$ cat src/rtl/buzzer_sequencer.sv
// Buzzer owner for the keypad lock: arbitrates click/pass/fail tone requests by fixed priority.
// Optional macro BUZZER_MUTE_EN adds a mute input that gates the registered buzzer drive.
module buzzer_sequencer #(
  parameter int unsigned CLICK_HALF = 50000,
  parameter int unsigned CLICK_LEN  = 10000000,
  parameter int unsigned PASS_HALF  = 25000,
  parameter int unsigned PASS_LEN   = 30000000,
  parameter int unsigned FAIL_HALF  = 100000,
  parameter int unsigned FAIL_SEG   = 5000000,
  parameter int unsigned CNT_W      = 32
) (
  input  logic       clk,
  input  logic       rst,
  input  logic       req_click,
  input  logic       req_pass,
  input  logic       req_fail,
`ifdef BUZZER_MUTE_EN
  input  logic       mute,
`endif
  output logic       buzzer,
  output logic       busy,
  output logic [1:0] tone_id,
  output logic       done
);

  typedef enum logic [2:0] {
    StIdle, StClick, StPass, StFailB1, StFailGap, StFailB2
  } state_e;

  localparam logic [CNT_W-1:0] ClickHalfLast = CNT_W'(CLICK_HALF - 1);
  localparam logic [CNT_W-1:0] ClickLenLast  = CNT_W'(CLICK_LEN - 1);
  localparam logic [CNT_W-1:0] PassHalfLast  = CNT_W'(PASS_HALF - 1);
  localparam logic [CNT_W-1:0] PassLenLast   = CNT_W'(PASS_LEN - 1);
  localparam logic [CNT_W-1:0] FailHalfLast  = CNT_W'(FAIL_HALF - 1);
  localparam logic [CNT_W-1:0] FailSegLast   = CNT_W'(FAIL_SEG - 1);

  state_e           state_q;
  logic [CNT_W-1:0] dur_q, half_q;
  logic             buzz_q, busy_q, done_q;
  logic [1:0]       tone_id_q;

  logic [1:0]       req_pri, cur_pri;
  logic [CNT_W-1:0] half_last, dur_last;
  logic             dur_end, finishing, accept;

  always_comb begin
    req_pri = 2'd0;
    if (req_fail)       req_pri = 2'd3;
    else if (req_pass)  req_pri = 2'd2;
    else if (req_click) req_pri = 2'd1;

    half_last = '0;
    dur_last  = '0;
    unique case (state_q)
      StClick: begin
        half_last = ClickHalfLast;
        dur_last  = ClickLenLast;
      end
      StPass: begin
        half_last = PassHalfLast;
        dur_last  = PassLenLast;
      end
      StFailB1, StFailGap, StFailB2: begin
        half_last = FailHalfLast;
        dur_last  = FailSegLast;
      end
      default: ;
    endcase

    dur_end   = (state_q != StIdle) && (dur_q == dur_last);
    finishing = dur_end && (state_q inside {StClick, StPass, StFailB2});
    // A pattern ending on this edge no longer blocks lower-priority requests.
    cur_pri   = finishing ? 2'd0 : tone_id_q;
    accept    = (req_pri != 2'd0) && (req_pri >= cur_pri);
  end

  always_ff @(posedge clk or posedge rst) begin
    if (rst) begin
      state_q   <= StIdle;
      dur_q     <= '0;
      half_q    <= '0;
      buzz_q    <= 1'b0;
      busy_q    <= 1'b0;
      tone_id_q <= 2'd0;
      done_q    <= 1'b0;
    end else begin
      done_q <= 1'b0;
      if (accept) begin
        unique case (req_pri)
          2'd3:    state_q <= StFailB1;
          2'd2:    state_q <= StPass;
          default: state_q <= StClick;
        endcase
        dur_q     <= '0;
        half_q    <= '0;
        buzz_q    <= 1'b1;
        busy_q    <= 1'b1;
        tone_id_q <= req_pri;
      end else if (state_q != StIdle) begin
        if (dur_end) begin
          dur_q  <= '0;
          half_q <= '0;
          unique case (state_q)
            StFailB1: begin
              state_q <= StFailGap;
              buzz_q  <= 1'b0;
            end
            StFailGap: begin
              state_q <= StFailB2;
              buzz_q  <= 1'b1;
            end
            default: begin
              state_q   <= StIdle;
              buzz_q    <= 1'b0;
              busy_q    <= 1'b0;
              tone_id_q <= 2'd0;
              done_q    <= 1'b1;
            end
          endcase
        end else begin
          dur_q <= dur_q + 1'b1;
          if (state_q == StFailGap) begin
            half_q <= '0;
          end else if (half_q == half_last) begin
            half_q <= '0;
            buzz_q <= ~buzz_q;
          end else begin
            half_q <= half_q + 1'b1;
          end
        end
      end
    end
  end

`ifdef BUZZER_MUTE_EN
  assign buzzer = buzz_q & ~mute;
`else
  assign buzzer = buzz_q;
`endif
  assign busy    = busy_q;
  assign tone_id = tone_id_q;
  assign done    = done_q;

endmodule

$ cat config.mk
export PLATFORM = sky130hd
export DESIGN_NAME = buzzer_sequencer
export DESIGN_NICKNAME = d
export VERILOG_FILES = /design/src/rtl/buzzer_sequencer.sv
export SDC_FILE = /design/constraint.sdc
export NUM_CORES = 1
export LEC_CHECK = 0
export ABC_AREA = 1
export CAP_MARGIN = 15
export CORE_ASPECT_RATIO = 1.25
export CORE_UTILIZATION = 58
export DETAILED_ROUTE_END_ITERATION = 8
export DONT_BUFFER_PORTS = 1
export MAX_ROUTING_LAYER = met4
export PLACE_DENSITY = 0.84
export REMOVE_ABC_BUFFERS = 1
export SYNTH_ARGS = -nofsm -noshare
export SYNTH_HDL_FRONTEND = slang
export SYNTH_SLANG_ARGS = --single-unit
export TNS_END_PERCENT = 5
$ cat constraint.sdc
create_clock -name clk -period 3.24 [get_ports clk]
set_clock_uncertainty 0.2 [all_clocks]
set_input_delay 0.324 -clock clk [delete_from_list [all_inputs] [get_ports clk]]
set_output_delay 0.324 -clock clk [all_outputs]
set_load 0.05 [all_outputs]
==> results of run 1 <==
final timing paths:
kind                       slack (ps)                      to  depth (start not counted)
max in group asynchronous        1670  state_q[2]$_DFFE_PP0P_                          3
min in group asynchronous         320   dur_q[17]$_DFFE_PP0P_                          2
hold / removal                     90  tone_id[1]$_DFFE_PP0P_                          4
setup / recovery                 -190  half_q[10]$_DFFE_PP0P_                         23
setup reg to reg                 -190  half_q[10]$_DFFE_PP0P_                         23
hold reg to reg                   320   half_q[8]$_DFFE_PP0P_                          2
cell type report:
cell class	count	area, µm²	area share
tap	120	150	0.0252
inverter	90	343	0.0575
multi-input combinational	583	3010	0.504
timing repair buffer	48	459	0.0770
clock inverter	3	40.0	0.00672
clock buffer	13	159	0.0267
sequential	72	1810	0.303
sequential cells by signal (all words and copies together), names as in the netlist:
| name | cells |
|---|---|
| busy | 1 |
| dur_q | 32 |
| done | 1 |
| half_q | 32 |
| state_q | 3 |
| buzzer | 1 |
| tone_id | 2 |
repair_timing:
item                                   4_1_cts  5_1_grt
setup buffers                                2        7
pin swaps                                    4       10
hold buffers                                 1        0
resized for setup                           11       29
gates cloned                                 0        3
setup endpoints to repair                   59       67
endpoints found under the hold margin       30        0
synth_stat cells, types with 7 or more instances:
cell / count / share of area
nand2_1: 226 / 0.16
inv_1: 83 / 0.060
nand4_1: 27 / 0.033
nand2_2: 10 / 0.012
xor2_1: 35 / 0.059
nand3_1: 62 / 0.060
dfrtp_1: 72 / 0.35
nand3b_1: 22 / 0.032
nor3_1: 30 / 0.029
inv_2: 7 / 0.0051
o21ai_0: 17 / 0.016
nor2_1: 106 / 0.077
placed cells by master, fill, tap and decap left out, drive strengths merged, types with 2 or more instances in the layout:
master / instances
nand3b: 22
ha: 4
o21ai: 19
inv: 90
nor3b: 4
nor3: 31
a21oi: 4
nand3: 65
a31oi: 3
clkinv: 2
nand2: 237
buf: 45
nand4: 28
nor2: 113
clkbuf: 15
xor2: 35
xnor2: 6
nor4: 5
dfrtp: 72
stage by stage:
step | power (W) | setup TNS (ps)
2_1_floorplan | 0.00196 | -40490
3_3_place_gp | 0.00246 | 0
3_5_place_dp | 0.00253 | -6040
4_1_cts | 0.00332 | 0
5_1_grt | 0.00390 | -15220
6_report | 0.00374 | -5670
worst reg2reg max path, delay by kind of cell (launching register included):
kind	cells	cell delay (ps)
DFF	1	510
AOI/OAI and AO/OA	3	480
buffers and inverters	5	530
and+or+nand+nor	14	1410
adders and majority gates	1	260
routing by layer:
layer | vias up | track usage | routed length, µm
li1 | 2520 | - | -
met1 | 2474 | 0.390 | 5800
met2 | 278 | 0.552 | 7470
met3 | 105 | 0.0468 | 976
met4 | 0 | 0.192 | 1080
met5 | - | - | 0
power by group:
part           leakage (nW)  switching (W)  total, W  internal [W]
clock                 0.103       0.000350  0.000746      0.000396
combinational          1.78        0.00117   0.00184      0.000672
sequential            0.981       0.000179   0.00115      0.000970
total                  2.86        0.00170   0.00374       0.00204
logic make-up (layout without fill, tap and decap cells):
group / Yosys count / after routing / share of synthesized area
compound gates: 32 / 32 / 0.0351
xor+xnor: 41 / 41 / 0.0695
fa+ha+maj: 4 / 4 / 0.00969
buf+inv: 110 / 154 / 0.0930
flops: 72 / 72 / 0.349
simple gates: 506 / 506 / 0.444
==> flow_summary.json, run 1 <==
{
  "slew_headroom": 0.533,
  "netlist_instances": 765,
  "cts_tree": "built",
  "antenna_found_initial": 0,
  "cts_root_buf": "clkbuf_8",
  "h-tree-depth": 3,
  "fillCellCount": 733,
  "fin_ws_ps": -191,
  "ys_ff_latch": 72,
  "drtPass1Iterations": 5,
  "period_minus_slack_ps": 3430,
  "gp_congestion": 1.04,
  "clockBufferDepth": 2,
  "hold_slack_ps": 88.1,
  "setup.worst_path.class": "flip-flop to flip-flop",
  "nets": 813,
  "numCtsBuffers": 9,
  "chipHeight_um": 108,
  "grt_pass1_vias": 5047,
  "rsz0062_at_grt": "yes",
  "irDropWorstVdd_uv": 491,
  "post-place-ws_ps": -173,
  "finalSetupViolCount": 47,
  "p_per_area_nw_per_um2": 627,
  "violations": "setup timing",
  "fp.dieW_um": 86.4,
  "ys.flop_type": "dfrtp_1",
  "ys.warnings.count": 0,
  "crit_top_cell": "nand2_1",
  "cp_slowest_stage_delay_ps": 510,
  "synth_cell_type_count": 37,
  "grt.total_usage": 0.335,
  "min_from": "req_fail",
  "cp-end-kind": "flip-flop",
  "leakage_nw": 2.86,
  "cp-start-kind": "flip-flop",
  "ioPinCount": 10,
  "wl_per_cell_um": 16.5,
  "row_count": 38,
  "cts.clk_slew.worst_paths_ps": 70,
  "via_per_inst": 5.79,
  "area_delta_synth_final_pct": 15.4,
  "grt_pass1_wl_um": 23500,
  "drv_cap": 0,
  "initial_core_util": 0.597,
  "vias": 5377,
  "finalHoldViolations": 0,
  "wl_um": 15300,
  "crit_fanout": 8,
  "drc": 0,
  "critPathSlowestCell": "dfrtp_2",
  "place_area_um2": 5490,
  "grt_start_max_net_pins": 34,
  "synth_area_um2": 5170,
  "ant_nets": 0,
  "synth_edf_count": 0,
  "hpwl_um": 10300,
  "cp_cell_sequence": "inv_4 -> nand2_4 -> buf_6 -> nand4_1 -> nand2_1 -> nand2_1 -> nor2_2 -> nand2_1 -> nor2_2 -> nand3_2 -> nand2_2 -> inv_2 -> ha_4 -> o21ai_2 -> nand2_2 -> o21ai_2 -> nand2_2 -> inv_4 -> nor2_4 -> a21boi_4 -> clkbuf_16 -> nand3_1 -> nand2_1",
  "design_area_um2": 5960,
  "path_buf_inv": 5,
  "antenna_cells": 0,
  "fin_cells": 929,
  "worstPathArrival_ps": 3540,
  "post-route-period-util": 1.06,
  "fmax_mhz": 291,
  "crit_start": "state_q[2]$_DFFE_PP0P_",
  "dieArea_um2": 9290,
  "critPathTopFamily": "simple AND/OR/NAND/NOR gates",
  "core_um2": 8650,
  "hold_path_class": "input port to flip-flop",
  "syn_avg_cell_area_um2": 6.75,
  "clk_latency_ps": 370,
  "gr-total-overflow": 0,
  "cts_num_sinks": 72,
  "worst_pin_slew_ps": 700,
  "drive_gt1_frac": 0.147,
  "io_buffers": 0,
  "drt-initial-drc-count": 506,
  "status": "finished, violations left",
  "r2r-start": "state_q[2]$_DFFE_PP0P_",
  "async_reset_ff_frac": 1.00,
  "final_util": 0.689,
  "worstPathRequired_ps": 3350,
  "dpl.cell_count": 900,
  "slew_viol_final": 0,
  "ys_seq_area_frac": 0.349
}
Note: power is estimated with default switching activity, not from simulation.
==> inputs of run 2 (changes only) <==
--- a/config.mk
+++ b/config.mk
@@ -6,6 +6,7 @@
 export NUM_CORES = 1
 export LEC_CHECK = 0
 export ABC_AREA = 1
+export ABC_CLOCK_PERIOD_IN_PS = 3240
 export CAP_MARGIN = 15
 export CORE_ASPECT_RATIO = 1.25
 export CORE_UTILIZATION = 58
==> results of run 2 <==
Same layout as run 1: the final DEF is identical, and so are final timing and power.
==> inputs of run 3 (changes only) <==
--- a/config.mk
+++ b/config.mk
@@ -7,8 +7,8 @@
 export LEC_CHECK = 0
 export ABC_AREA = 1
 export ABC_CLOCK_PERIOD_IN_PS = 3240
-export CAP_MARGIN = 15
 export CORE_ASPECT_RATIO = 1.25
+export CORE_MARGIN = 2
 export CORE_UTILIZATION = 58
 export DETAILED_ROUTE_END_ITERATION = 8
 export DONT_BUFFER_PORTS = 1
==> flow_summary.json, run 3 (synthesized netlist as in run 1, its figures left out) <==
{
  "status": "finished, violations left",
  "violations": "setup timing",
  "irDropWorstVdd_uv": 401,
  "finalHoldViolations": 0,
  "ant_nets": 0,
  "initial_core_util": 0.597,
  "worstPathArrival_ps": 3470,
  "fmax_mhz": 294,
  "antenna_found_initial": 0,
  "gp_congestion": 0.948,
  "crit_end": "half_q[29]$_DFFE_PP0P_",
  "cts_num_sinks": 72,
  "grt_pass1_vias": 5021,
  "grt_pass1_wl_um": 23000,
  "critPathSlowestCell": "dfrtp_2",
  "hold_path_class": "input port to flip-flop",
  "min_path_cells": 4,
  "drtPass1Iterations": 7,
  "fin_ws_ps": -161,
  "r2r-start": "state_q[2]$_DFFE_PP0P_",
  "final_util": 0.680,
  "cp_cell_sequence": "inv_2 -> nand3_1 -> o211ai_1 -> nand3_1 -> nor2_1 -> nand2_1 -> nor2_2 -> nand3_2 -> nand2_1 -> inv_1 -> ha_1 -> o21ai_1 -> nand2_1 -> o21ai_2 -> nand2_2 -> inv_2 -> nor2_2 -> a21boi_4 -> buf_12 -> clkbuf_16 -> nand3b_1 -> nand2_1",
  "drt-initial-drc-count": 519,
  "cp-end-kind": "flip-flop",
  "gr-total-overflow": 0,
  "vias": 5341,
  "reg2reg_to": "half_q[29]$_DFFE_PP0P_",
  "clockBufferDepth": 2,
  "cts.clk_slew.worst_paths_ps": 80,
  "chipHeight_um": 110,
  "via_per_inst": 5.82,
  "row_count": 38,
  "setup.worst_path.class": "flip-flop to flip-flop",
  "final_cell_mix": "222 x nand2_1, 102 x nor2_1, 81 x inv_1",
  "numCtsBuffers": 9,
  "antenna_cells": 0,
  "cp_slowest_stage_delay_ps": 470,
  "crit_start": "state_q[2]$_DFFE_PP0P_",
  "period_minus_slack_ps": 3400,
  "worst_pin_slew_ps": 702,
  "wl_um": 14900,
  "reg_top3": "dur_q x32, half_q x32, state_q x3",
  "fp.dieW_um": 88.4,
  "core_um2": 8650,
  "cp-start-kind": "flip-flop",
  "wl_per_cell_um": 16.2,
  "worst-r2r-cell-count": 22,
  "crit_top_cell": "nand2_1",
  "rsz0062_at_grt": "yes",
  "crit_fanout": 8,
  "cts_tree": "built",
  "nets": 803,
  "worstPathRequired_ps": 3310,
  "finalSetupViolCount": 38,
  "p_per_area_nw_per_um2": 613,
  "mostFrequentLayoutCell": "nand2_1",
  "clk_latency_ps": 370,
  "io_buffers": 0,
  "drv_cap": 0,
  "cts_root_buf": "clkbuf_8",
  "slew_headroom": 0.531,
  "power_w": 0.00361,
  "drive_gt1_frac": 0.127,
  "grt_start_max_net_pins": 34,
  "min_from": "req_fail",
  "leakage_nw": 2.81,
  "place_area_um2": 5440,
  "regToRegSetupSlack_ps": -160,
  "post-route-period-util": 1.05,
  "tns_ps": -4660,
  "area_delta_synth_final_pct": 13.9,
  "h-tree-depth": 3,
  "design_area_um2": 5880,
  "dieArea_um2": 9690,
  "ioPinCount": 10,
  "hold_slack_ps": 68.4,
  "drc": 0,
  "slew_viol_final": 0,
  "grt.total_usage": 0.318,
  "hpwl_um": 10400
}
[run 3: worst min-delay path by stage]
stage                                   endpoint
final                     tone_id[1]$_DFFE_PP0P_
after global routing      tone_id[1]$_DFFE_PP0P_
after CTS                       busy$_DFFE_PP0P_
after detailed placement    dur_q[9]$_DFFE_PP0P_
after global placement    half_q[30]$_DFFE_PP0P_
after floorplan            half_q[8]$_DFFE_PP0P_
[run 3: per-layer routing]
layer  GRT usage  vias to the layer above  part of all wire
li1            -                     2504                 -
met1       0.366                     2494              0.38
met2       0.514                      274              0.49
met3      0.0308                       69             0.065
met4       0.226                        0             0.065
met5           -                        -                 0
[run 3: final cells by class]
cell class              instances  area [µm²]
clock buffers                  12         165
clock inverters                 3        40.0
fillers                       744        2770
inverters                      90         343
multi-input cells             583        2980
flip-flops and latches         72        1810
well taps                     120         150
repair buffers                 38         397
[run 3: stage by stage]
stage | instances | setup slack, ps
floorplan | 745 | -970
detailed placement | 893 | -82.3
global route | 918 | -279
global placement | 893 | 45.3
finish | 918 | -161
CTS | 909 | -3.35
[run 3: repair_timing]
action	4_1_cts	5_1_grt
resized for setup	7	25
setup buffers	0	6
setup endpoints to repair	43	66
hold buffers	1	0
endpoints found under the hold margin	31	0
pin swaps	1	6
gates cloned	0	3
[run 3: power by group]
group | switching (W) | leakage [nW] | internal (W)
clock | 0.000351 | 0.108 | 0.000412
combinational | 0.00108 | 1.72 | 0.000634
sequential | 0.000165 | 0.980 | 0.000969
total | 0.00160 | 2.81 | 0.00201
[run 3: critical path, delay by kind of cell, from the launching register on]
family / cells / cell delay, ps
simple gates: 12 / 1240
buf+inv: 5 / 570
flops: 1 / 470
compound gates: 4 / 530
fa+ha+maj: 1 / 270
